<file path="config.mk">
export PLATFORM = sky130hd
export DESIGN_NAME = instr_sequencer
export DESIGN_NICKNAME = d
export VERILOG_FILES = /design/src/rtl/instr_sequencer.sv
export SDC_FILE = /design/constraint.sdc
export NUM_CORES = 1
export LEC_CHECK = 0
export CAP_MARGIN = 20
export CORE_ASPECT_RATIO = 1.1
export CORE_MARGIN = 5
export CORE_UTILIZATION = 50
export CTS_BUF_LIST = sky130_fd_sc_hd__clkbuf_2 sky130_fd_sc_hd__clkbuf_4 sky130_fd_sc_hd__clkbuf_8
export DETAILED_ROUTE_END_ITERATION = 10
export PLACE_DENSITY_LB_ADDON = 0.2
export SYNTH_ARGS = -nofsm -noshare
export SYNTH_HDL_FRONTEND = slang
export SYNTH_SLANG_ARGS = --single-unit
</file>
<file path="constraint.sdc">
create_clock -name clk -period 3 [get_ports clk]
set_input_delay 0.6 -clock clk [delete_from_list [all_inputs] [get_ports clk]]
set_output_delay 0.6 -clock clk [all_outputs]
set_load 0.1 [all_outputs]
</file>
<file path="src/rtl/instr_sequencer.sv">
// Program sequencer: host-loaded instruction buffer, walked from address 0 on start,
// one issue per 2+WAIT_CYC cycles. Optional NOP_SKIP_EN drops all-zero-opcode words at fetch.
module instr_sequencer #(
  parameter int DEPTH    = 16,
  parameter int AW       = 4,
  parameter int WAIT_CYC = 2
) (
  input  logic          clk,
  input  logic          rst,
  input  logic          load_en_i,
  input  logic [AW-1:0] load_addr_i,
  input  logic [15:0]   load_data_i,
  input  logic [AW:0]   prog_len_i,
  input  logic          start_i,
  input  logic          abort_i,
  output logic [3:0]    opcode_o,
  output logic [3:0]    rd_o,
  output logic [3:0]    rs1_o,
  output logic [3:0]    rs2_o,
  output logic          issue_valid_o,
  output logic [AW-1:0] pc_o,
  output logic          busy_o,
  output logic          done_o
);

  localparam int            CW        = (WAIT_CYC > 1) ? $clog2(WAIT_CYC) : 1;
  localparam logic [AW:0]   DEPTH_L   = (AW+1)'(DEPTH);
  localparam logic [CW-1:0] WAIT_LOAD = CW'(WAIT_CYC - 1);

  typedef enum logic [2:0] {
    S_IDLE  = 3'd0,
    S_FETCH = 3'd1,
    S_ISSUE = 3'd2,
    S_WAIT  = 3'd3,
    S_DONE  = 3'd4
  } state_t;

  logic [15:0]   buf_q [DEPTH];
  state_t        state_q;
  logic [AW-1:0] pc_q;
  logic [AW:0]   len_q;
  logic [CW-1:0] cnt_q;
  logic [15:0]   ir_q;
  logic          issue_q;
  logic          busy_q;
  logic          done_q;

  logic [15:0]   ir_d;
  logic [AW:0]   len_d;
  logic          last_s;

  function automatic logic [AW:0] clamp_len(input logic [AW:0] n);
    return (n > DEPTH_L) ? DEPTH_L : n;
  endfunction

  assign ir_d   = buf_q[pc_q];
  assign len_d  = clamp_len(prog_len_i);
  assign last_s = ({1'b0, pc_q} == (len_q - (AW+1)'(1)));

  // Host writes land only while the sequencer is idle; contents survive reset and abort.
  always_ff @(posedge clk) begin
    if (load_en_i && (state_q == S_IDLE)) begin
      buf_q[load_addr_i] <= load_data_i;
    end
  end

  // Sequencer FSM; the IR doubles as the registered operand outputs and is zero outside ISSUE.
  always_ff @(posedge clk or posedge rst) begin
    if (rst) begin
      state_q <= S_IDLE;
      pc_q    <= '0;
      len_q   <= '0;
      cnt_q   <= '0;
      ir_q    <= 16'h0000;
      issue_q <= 1'b0;
      busy_q  <= 1'b0;
      done_q  <= 1'b0;
    end else if (abort_i) begin
      state_q <= S_IDLE;
      pc_q    <= '0;
      cnt_q   <= '0;
      ir_q    <= 16'h0000;
      issue_q <= 1'b0;
      busy_q  <= 1'b0;
      done_q  <= 1'b0;
    end else begin
      case (state_q)
        S_IDLE: begin
          done_q <= 1'b0;
          if (start_i) begin
            pc_q   <= '0;
            len_q  <= len_d;
            busy_q <= 1'b1;
            if (len_d == (AW+1)'(0)) begin
              state_q <= S_DONE;
              done_q  <= 1'b1;
            end else begin
              state_q <= S_FETCH;
            end
          end
        end
        S_FETCH: begin
`ifdef NOP_SKIP_EN
          if (ir_d[15:12] == 4'h0) begin
            if (last_s) begin
              state_q <= S_DONE;
              done_q  <= 1'b1;
            end else begin
              pc_q <= pc_q + AW'(1);
            end
          end else begin
            ir_q    <= ir_d;
            issue_q <= 1'b1;
            state_q <= S_ISSUE;
          end
`else
          ir_q    <= ir_d;
          issue_q <= 1'b1;
          state_q <= S_ISSUE;
`endif
        end
        S_ISSUE: begin
          ir_q    <= 16'h0000;
          issue_q <= 1'b0;
          cnt_q   <= WAIT_LOAD;
          state_q <= S_WAIT;
        end
        S_WAIT: begin
          if (cnt_q == CW'(0)) begin
            if (last_s) begin
              state_q <= S_DONE;
              done_q  <= 1'b1;
            end else begin
              pc_q    <= pc_q + AW'(1);
              state_q <= S_FETCH;
            end
          end else begin
            cnt_q <= cnt_q - CW'(1);
          end
        end
        S_DONE: begin
          done_q  <= 1'b0;
          busy_q  <= 1'b0;
          state_q <= S_IDLE;
        end
        default: begin
          state_q <= S_IDLE;
          pc_q    <= '0;
          ir_q    <= 16'h0000;
          issue_q <= 1'b0;
          busy_q  <= 1'b0;
          done_q  <= 1'b0;
        end
      endcase
    end
  end

  assign opcode_o      = ir_q[15:12];
  assign rd_o          = ir_q[11:8];
  assign rs1_o         = ir_q[7:4];
  assign rs2_o         = ir_q[3:0];
  assign issue_valid_o = issue_q;
  assign pc_o          = pc_q;
  assign busy_o        = busy_q;
  assign done_o        = done_q;

endmodule
</file>
== Yosys cells after proc, flatten, opt, wreduce, memory -nomap -nowiden ==
Memories as Yosys holds them, arrays and structs flattened.
Cells that the tools add are included.

* Flip-flop bits (word level): 32
* Bits in latches: 0
* Bits in writable memories: 256
* Bits in read-only memories: 0
* Input port bits: 30
* Output and inout bits: 23
* Logic and storage cells: 70
* Memories: 1

{| class="wikitable"
|+ Memory list
! memory !! words !! bits a word !! rd ports !! clocked after Yosys merged registers in !! wr ports !! line !! source
|-
| buf_q || 16 || 16 || 1 || 0 || 1 || 38 || <nowiki>logic [15:0] buf_q [DEPTH];</nowiki>
|}

* Add/subtract/negate cells: 3
* Multipliers: 0
* Divide/modulo/power cells: 0
* Order comparisons: 1
* Equality and inequality tests: 13
* Shift-type cells: 0
* Muxes and demuxes: 30
* Bitwise operators: 1
* Reductions and logical operators: 13

{| class="wikitable"
|+ Operators by type and width
! operator !! count
|-
| $pmux 16 s2 || 1
|-
| $mux 16 || 1
|-
| $mux 4 || 4
|-
| $mux 3 || 5
|-
| $mux 1 || 12
|-
| $ne 3x3->1 const B || 4
|-
| $pmux 3 s4 || 1
|-
| $pmux 4 s3 || 1
|-
| $reduce_or 3->1 || 3
|-
| $ne 2x1->1 const B || 4
|-
| $eq 3x2->1 const B || 2
|-
| $pmux 1 s2 || 3
|-
| $reduce_and 3->1 || 2
|-
| $eq 4x5->1 || 1
|-
| $gt 5x5->1 const B || 1
|-
| $logic_not 5->1 || 1
|-
| $mux 5 || 1
|-
| $sub 5x1->5 const B || 1
|-
| $add 4x1->4 const B || 1
|-
| $reduce_and 2->1 || 2
|-
| $reduce_and 4->1 || 1
|-
| $eq 3x1->1 const B || 1
|-
| $eq 3x3->1 const B || 1
|-
| $logic_not 3->1 || 1
|-
| other kinds (6) || 6
|}

== Longest topological paths before layout ==
Gate-level depths: netlist (run 1).

* Depth after elaboration: 7
* Depth in mapped cells: 7
* Gate-level depth less buffers: 7

== Worst setup path after synthesis (run 1) ==
No wires, ideal clock.

* Kind: flip-flop to flip-flop
* From: reg state_q[0]
* To: mem buf_q[0][0], enable pin
* Setup time: 409 ps
* Data arrival time: 2,429 ps
* Data required time: 2,591 ps
* Setup slack: 162 ps
* Cell stages (with the launch flop): 6
* Buffers on the path: 1
* Period minus slack after synthesis: 2,838 ps
* Cell sequence: dfrtp_1 -> clkbuf_8 -> nor3_1 -> nand2_1 -> or3_1 -> nor3_1

* Word-level cells in the longest chain between the ends: 4

{| class="wikitable"
|+ Ends and longest elaborated chain
! item !! line !! source
|-
| start, declared || 39 || <nowiki>state_t state_q;</nowiki>
|-
| start signal, assigned || 70 || <nowiki>state_q <= S_IDLE;</nowiki>
|-
| start signal, assigned || 79 || <nowiki>state_q <= S_IDLE;</nowiki>
|-
| start signal, assigned || 95 || <nowiki>state_q <= S_DONE;</nowiki>
|-
| $logic_not 3->1 || 62 || <nowiki>if (load_en_i && (state_q == S_IDLE)) begin</nowiki>
|-
| $logic_and 1x1->1 || 62 ||
|-
| $mux 1 || 62 ||
|-
| $mux 1 (not written as such) || 63 || <nowiki>buf_q[load_addr_i] <= load_data_i;</nowiki>
|-
| end, declared || 38 ||
|}

No other way between the ends.

== Worst setup path in the final report (run 1) ==
* From: reg state_q[0]
* To: mem buf_q[0][11], enable pin

The elaborated chain is that of the path after synthesis.

==> flow_summary.yaml, run 1 <==
outcome:
  outcome: "complete, no violations"
timing:
  slew_violations: 0
  tns_ns: 0
  setup_viol: 0
  fmax_mhz: 408.2
  slew_headroom: 0.5562
  tightest_slew_ns: 0.6657
  skew_ns: 0.03077
  fin_crit_sh: 0.8165
  rsz0062_at_grt: "false"
  setup_ws_ns: 0.5505
  min_period_ns: 2.450
  hold_viol_final: 0
place:
  place.gp.congestion: 0.8167
  hpwl_um: 14620
  pre_cts_slack_ns: 0.4611
  postPlaceCellArea_um2: 12310
  numPortBuffers: 52
  dp.cells: 922
drt:
  viasPerCell: 5.744
  drt_iter0_markers: 409
  postRouteAntennaNets: 0
  avgRoutedWirePerCell_um: 23.71
  vias: 5773
  routed_wl_um: 23830
  dr.pass1.iters: 4
  drt_drc_violations_left: 0
yosys:
  dominantRegCellSynth: "edfxtp_1"
  yosys-top-cells-count: "256 x edfxtp_1, 64 x mux4_2, 38 x nor2_1"
  synth_top_area_frac: 0.6813
  synth_enable_flop_cells: 256
  synth_area_leaders: "edfxtp_1 68%, mux4_2 13%, dfrtp_1 7.1%, mux2i_1 2.8%, nor2_1 1.3%"
  netlist_instances: 568
  yosysTopAreaCell: "edfxtp_1"
  seq_area_frac_synth: 0.7523
  yosys_warnings: 0
  syn-num-nets: 600
  netlist_area_um2: 11280
  async_flop_share: 0.1111
  yosysMostFrequentCell: "edfxtp_1"
  ys_seq_elements: 288
  syn_avg_cell_area_um2: 19.87
  ys_types: 40
clock_tree:
  cts-resized-gates: 0
  path_clk_slew_ns: 0.06
  clock_latency_ns: 0.55
  cts_buffers: 45
  htreeDepth: 2
  cts.sinks: 288
  root_buffer: "clkbuf_8"
  tritoncts: "done"
  ctsHoldBuffers: 0
  clock_path_buffers: 3
  cts_setup_buffers: 0
worst_setup_path:
  start_kind: "register"
  r2r_start: "state_q[0]"
  setup.worst_path.end_class: "register"
  worstSetupStartpoint: "state_q[0]"
  arrival_ns: 2.65
  required_ns: 3.20
  crit_fanout: 18
  worst-setup-path-type: "reg2reg"
die:
  die_area_um2: 25670
  num_rows: 57
  top_level_ports: 53
  coreArea_um2: 22180
  initial_utilization: 0.5087
  die_h_um: 167.6
  die_x_um: 153.2
pwr:
  swShare: 0.2247
  combPwrFrac: 0.068
  power.density_nw_per_um2: 626.3
  power.switching_mw: 1.857
  leakagePower_nw: 4.319
  finalPower_mw: 8.267
  clkPwrFrac: 0.385
  ir_drop_mv: 0.4081
  internal-power_mw: 6.410
  seq_power_share: 0.546
global_routing:
  grt_max_degree: 34
  grt-ovfl-total: 0
  gr-usage-all-layers: 0.1896
  antenna_found_initial: 0
  grt_pass1_wl_um: 36830
  grt_pass1_vias: 6180
final_layout:
  regArea_um2: 8494
  final_design_area_no_fill_um2: 13200
  fin_nets: 706
  final.fill_count: 1604
  drive_gt1_frac: 0.3113
  diodes: 0
  stdcell_count: 1005
  multi_input_area_um2: 2660
  area_delta_synth_final_pct: 16.99
job:
  drv_cap: 0
worst_hold_path:
  hold_path.class: "in2async"
## path summary, 6_finish.rpt
| kind | depth (start not counted) | slack [ns] | end |
|---|---|---|---|
| worst max-delay path | 5 | 0.55 | buf_q[0][11] |
| worst min-delay path | 3 | 0.47 | busy_o |
| worst max register to register | 5 | 0.55 | buf_q[0][11] |
| max in group asynchronous | 3 | 2.15 | pc_o[0] |
| worst min register to register | 2 | 0.49 | busy_o |
| min in group clk | 2 | 0.49 | busy_o |
## cell families (layout without fill, tap and decap cells)
logic type | Yosys count | after routing | share of synthesized area
AOI/OAI and AO/OA | 58 | 58 | 0.03083
muxes | 98 | 98 | 0.1581
DFF | 288 | 288 | 0.7523
and+or+nand+nor | 84 | 84 | 0.03682
adders and majority gates | 2 | 2 | 0.002217
buffers and inverters | 32 | 174 | 0.01508
xor gates and xnor gates | 6 | 6 | 0.004657
## layer usage
| metal | vias up | wire length, µm | track usage |
|---|---|---|---|
| met4 | 0 | 411 | 0.05192 |
| met5 | - | 0 | 0 |
| met1 | 3011 | 9700 | 0.2509 |
| met2 | 187 | 12150 | 0.3214 |
| met3 | 36 | 1572 | 0.04156 |
| li1 | 2539 | - | - |
## power groups by stage
stage	logic, mW	clock network, mW	registers (mW)
after global routing	0.605	3.48	4.52
after CTS	0.572	3.27	4.52
after global placement	0.554	0	4.59
after detailed placement	0.571	0	4.60
final	0.566	3.18	4.52
after floorplan	0.243	0	4.71
## area by class of cell
| class | count | area share |
|---|---|---|
| sequential | 288 | 0.6435 |
| multi-input combinational | 248 | 0.2015 |
| clock buffer | 72 | 0.06322 |
| timing repair buffer | 85 | 0.05763 |
| tap | 295 | 0.02796 |
| clock inverter | 11 | 0.004455 |
| inverter | 6 | 0.001706 |
## sequential cells by signal, indices dropped and copies added (netlist names)
signal	cells
buf_q	256
issue_valid_o	1
done_o	1
pc_o	4
cnt_q	1
ir_q	16
state_q	3
busy_o	1
len_q	5
## per-stage QoR
step,hold WS [ns],utilization
after floorplan,0.4726,-
after global placement,0.4660,0.5549
after detailed placement,0.4810,0.5549
after CTS,0.4446,0.5951
after global routing,0.4822,0.5951
final,0.4683,0.5951
## placed cells by master, fill, tap and decap left out, types with 5 or more instances in the layout
master           Yosys  routed
a21oi_1             22      22
buf_4                4      52
clkbuf_4             0      25
clkbuf_8             2      47
clkdlybuf4s50_1      0      29
clkinv_1             0       5
dfrtp_1             32      29
edfxtp_1           256     256
inv_1                6       6
mux2i_1             32      32
mux4_2              64      64
nand2_1              9       9
nand2b_1             8       8
nor2_1              38      32
nor2_2               1       7
nor3_1               9       5
o21ai_0             22      22
## worst max-delay path, cell delays in order, from the launching register on
cell and delay, ns:
dfrtp_1 0.57, nor3_1 0.46, nand2_1 0.13, or3_1 0.45, nor3_2 0.17, buf_4 0.34
No activity file was read; power rests on OpenSTA's default activity.
==> run 2, diff against run 1 <==
==> constraint.sdc (replaced) <==
create_clock -name clk -period 2.2 [get_ports clk]
set_input_delay 0.44 -clock clk [delete_from_list [all_inputs] [get_ports clk]]
set_output_delay 0.44 -clock clk [all_outputs]
set_load 0.1 [all_outputs]
==> flow_summary.yaml, run 2 (synthesis gave the netlist of run 1 again) <==
drt:
  avgRoutedWirePerCell_um: 23.22
  postRouteAntennaNets: 0
  routed_wl_um: 23680
  viasPerCell: 5.658
  drt_drc_violations_left: 0
  drt_iter0_markers: 570
  vias: 5771
  dr.pass1.iters: 5
timing:
  skew_ns: 0.01747
  slew_violations: 0
  hold_viol_final: 0
  fin_crit_sh: 0.9202
  setup_viol: 0
  tightest_slew_ns: 0.5941
  rsz0062_at_grt: "false"
  setup_ws_ns: 0.1756
  tns_ns: 0
  fmax_mhz: 494.0
  min_period_ns: 2.024
  slew_headroom: 0.6027
pwr:
  ir_drop_mv: 0.5606
  leakagePower_nw: 4.455
  finalPower_mw: 11.62
  power.density_nw_per_um2: 859.4
final_layout:
  largestRegisters: "buf_q x256, ir_q x16, len_q x5"
  drive_gt1_frac: 0.3159
  area_delta_synth_final_pct: 19.86
  final_common_cell: "edfxtp_1"
  diodes: 0
  fin_nets: 720
  final_design_area_no_fill_um2: 13520
  largest_reg_flops: 256
  regMostFlops: "buf_q"
  stdcell_count: 1020
  mostFrequentLayoutCells: "256 x edfxtp_1, 64 x mux4_2, 52 x buf_4"
place:
  numPortBuffers: 52
  dp.cells: 935
  place.gp.congestion: 0.8532
  hpwl_um: 14790
  pre_cts_slack_ns: -0.1403
  postPlaceCellArea_um2: 12560
global_routing:
  grt_max_degree: 54
  grt-ovfl-total: 0
  gr-usage-all-layers: 0.1897
  grt_pass1_vias: 6174
  grt_pass1_wl_um: 37000
  antenna_found_initial: 0
job:
  drv_cap: 0
worst_setup_path:
  setup.worst_path.end_class: "register"
  cp_num_buf_inv: 1
  crit_fanout: 6
  crit_chain: "inv_1, ha_1, nand3b_1, a21oi_1, o311a_4, a22o_1, mux2_2"
  slowest_delay_ns: 0.42
  worst-setup-path-type: "reg2reg"
  required_ns: 2.62
  arrival_ns: 2.45
  cp_top_family: "compound AO/OA/AOI/OAI gates"
  start_kind: "register"
  worst_path_max_delay_cell: "dfrtp_1"
die:
  die_area_um2: 25670
  top_level_ports: 53
  num_rows: 57
  die_h_um: 167.6
  die_x_um: 153.2
  coreArea_um2: 22180
  initial_utilization: 0.5087
clock_tree:
  htreeDepth: 2
  cts-resized-gates: 0
  path_clk_slew_ns: 0.06
  cts.sinks: 288
  clock_latency_ns: 0.55
  tritoncts: "done"
  cts_buffers: 46
  root_buffer: "clkbuf_8"
  cts_setup_buffers: 0
  ctsHoldBuffers: 0
  clock_path_buffers: 3
outcome:
  outcome: "complete, no violations"
worst_hold_path:
  hold_path.class: "in2async"
==> run 2: routing by layer <==
metal  share of wire  global-route usage
met5               0                   0
met4           0.012             0.04339
met3           0.068             0.04440
met2            0.51              0.3172
met1            0.41              0.2571
==> run 2: cell type report <==
type,instances,area [µm²]
Clock buffer,68,829.5
Clock inverter,17,136.4
Fill cell,1600,8656
Inverter,6,22.52
Multi-Input combinational cell,248,2651
Sequential cell,288,8494
Tap cell,295,369.1
Timing Repair Buffer,98,1021
==> run 2: power by group <==
part           total (mW)  internal [mW]  switching, mW
Clock                4.65           2.66           1.99
Combinational       0.835          0.289          0.546
Sequential           6.14           6.07         0.0660
Total                11.6           9.02           2.60
==> run 2: final timing paths <==
check                              to  cells after the start  startpoint  slack, ns
max                           pc_o[0]                      7    len_q[0]       0.18
min                        state_q[2]                      2         rst       0.24
max reg2reg                   pc_o[0]                      7    len_q[0]       0.18
min reg2reg                  ir_q[10]                      2    ir_q[10]       0.50
max in group asynchronous     pc_o[0]                      3         rst       1.43
min in group clk             ir_q[10]                      2    ir_q[10]       0.50
==> run 2: per-stage QoR <==
step | utilization | hold slack (ns)
global route | 0.6097 | 0.2611
CTS | 0.6097 | 0.2172
detailed placement | 0.5662 | 0.4883
global placement | 0.5662 | 0.4897
floorplan | - | 0.4726
finish | 0.6097 | 0.2401
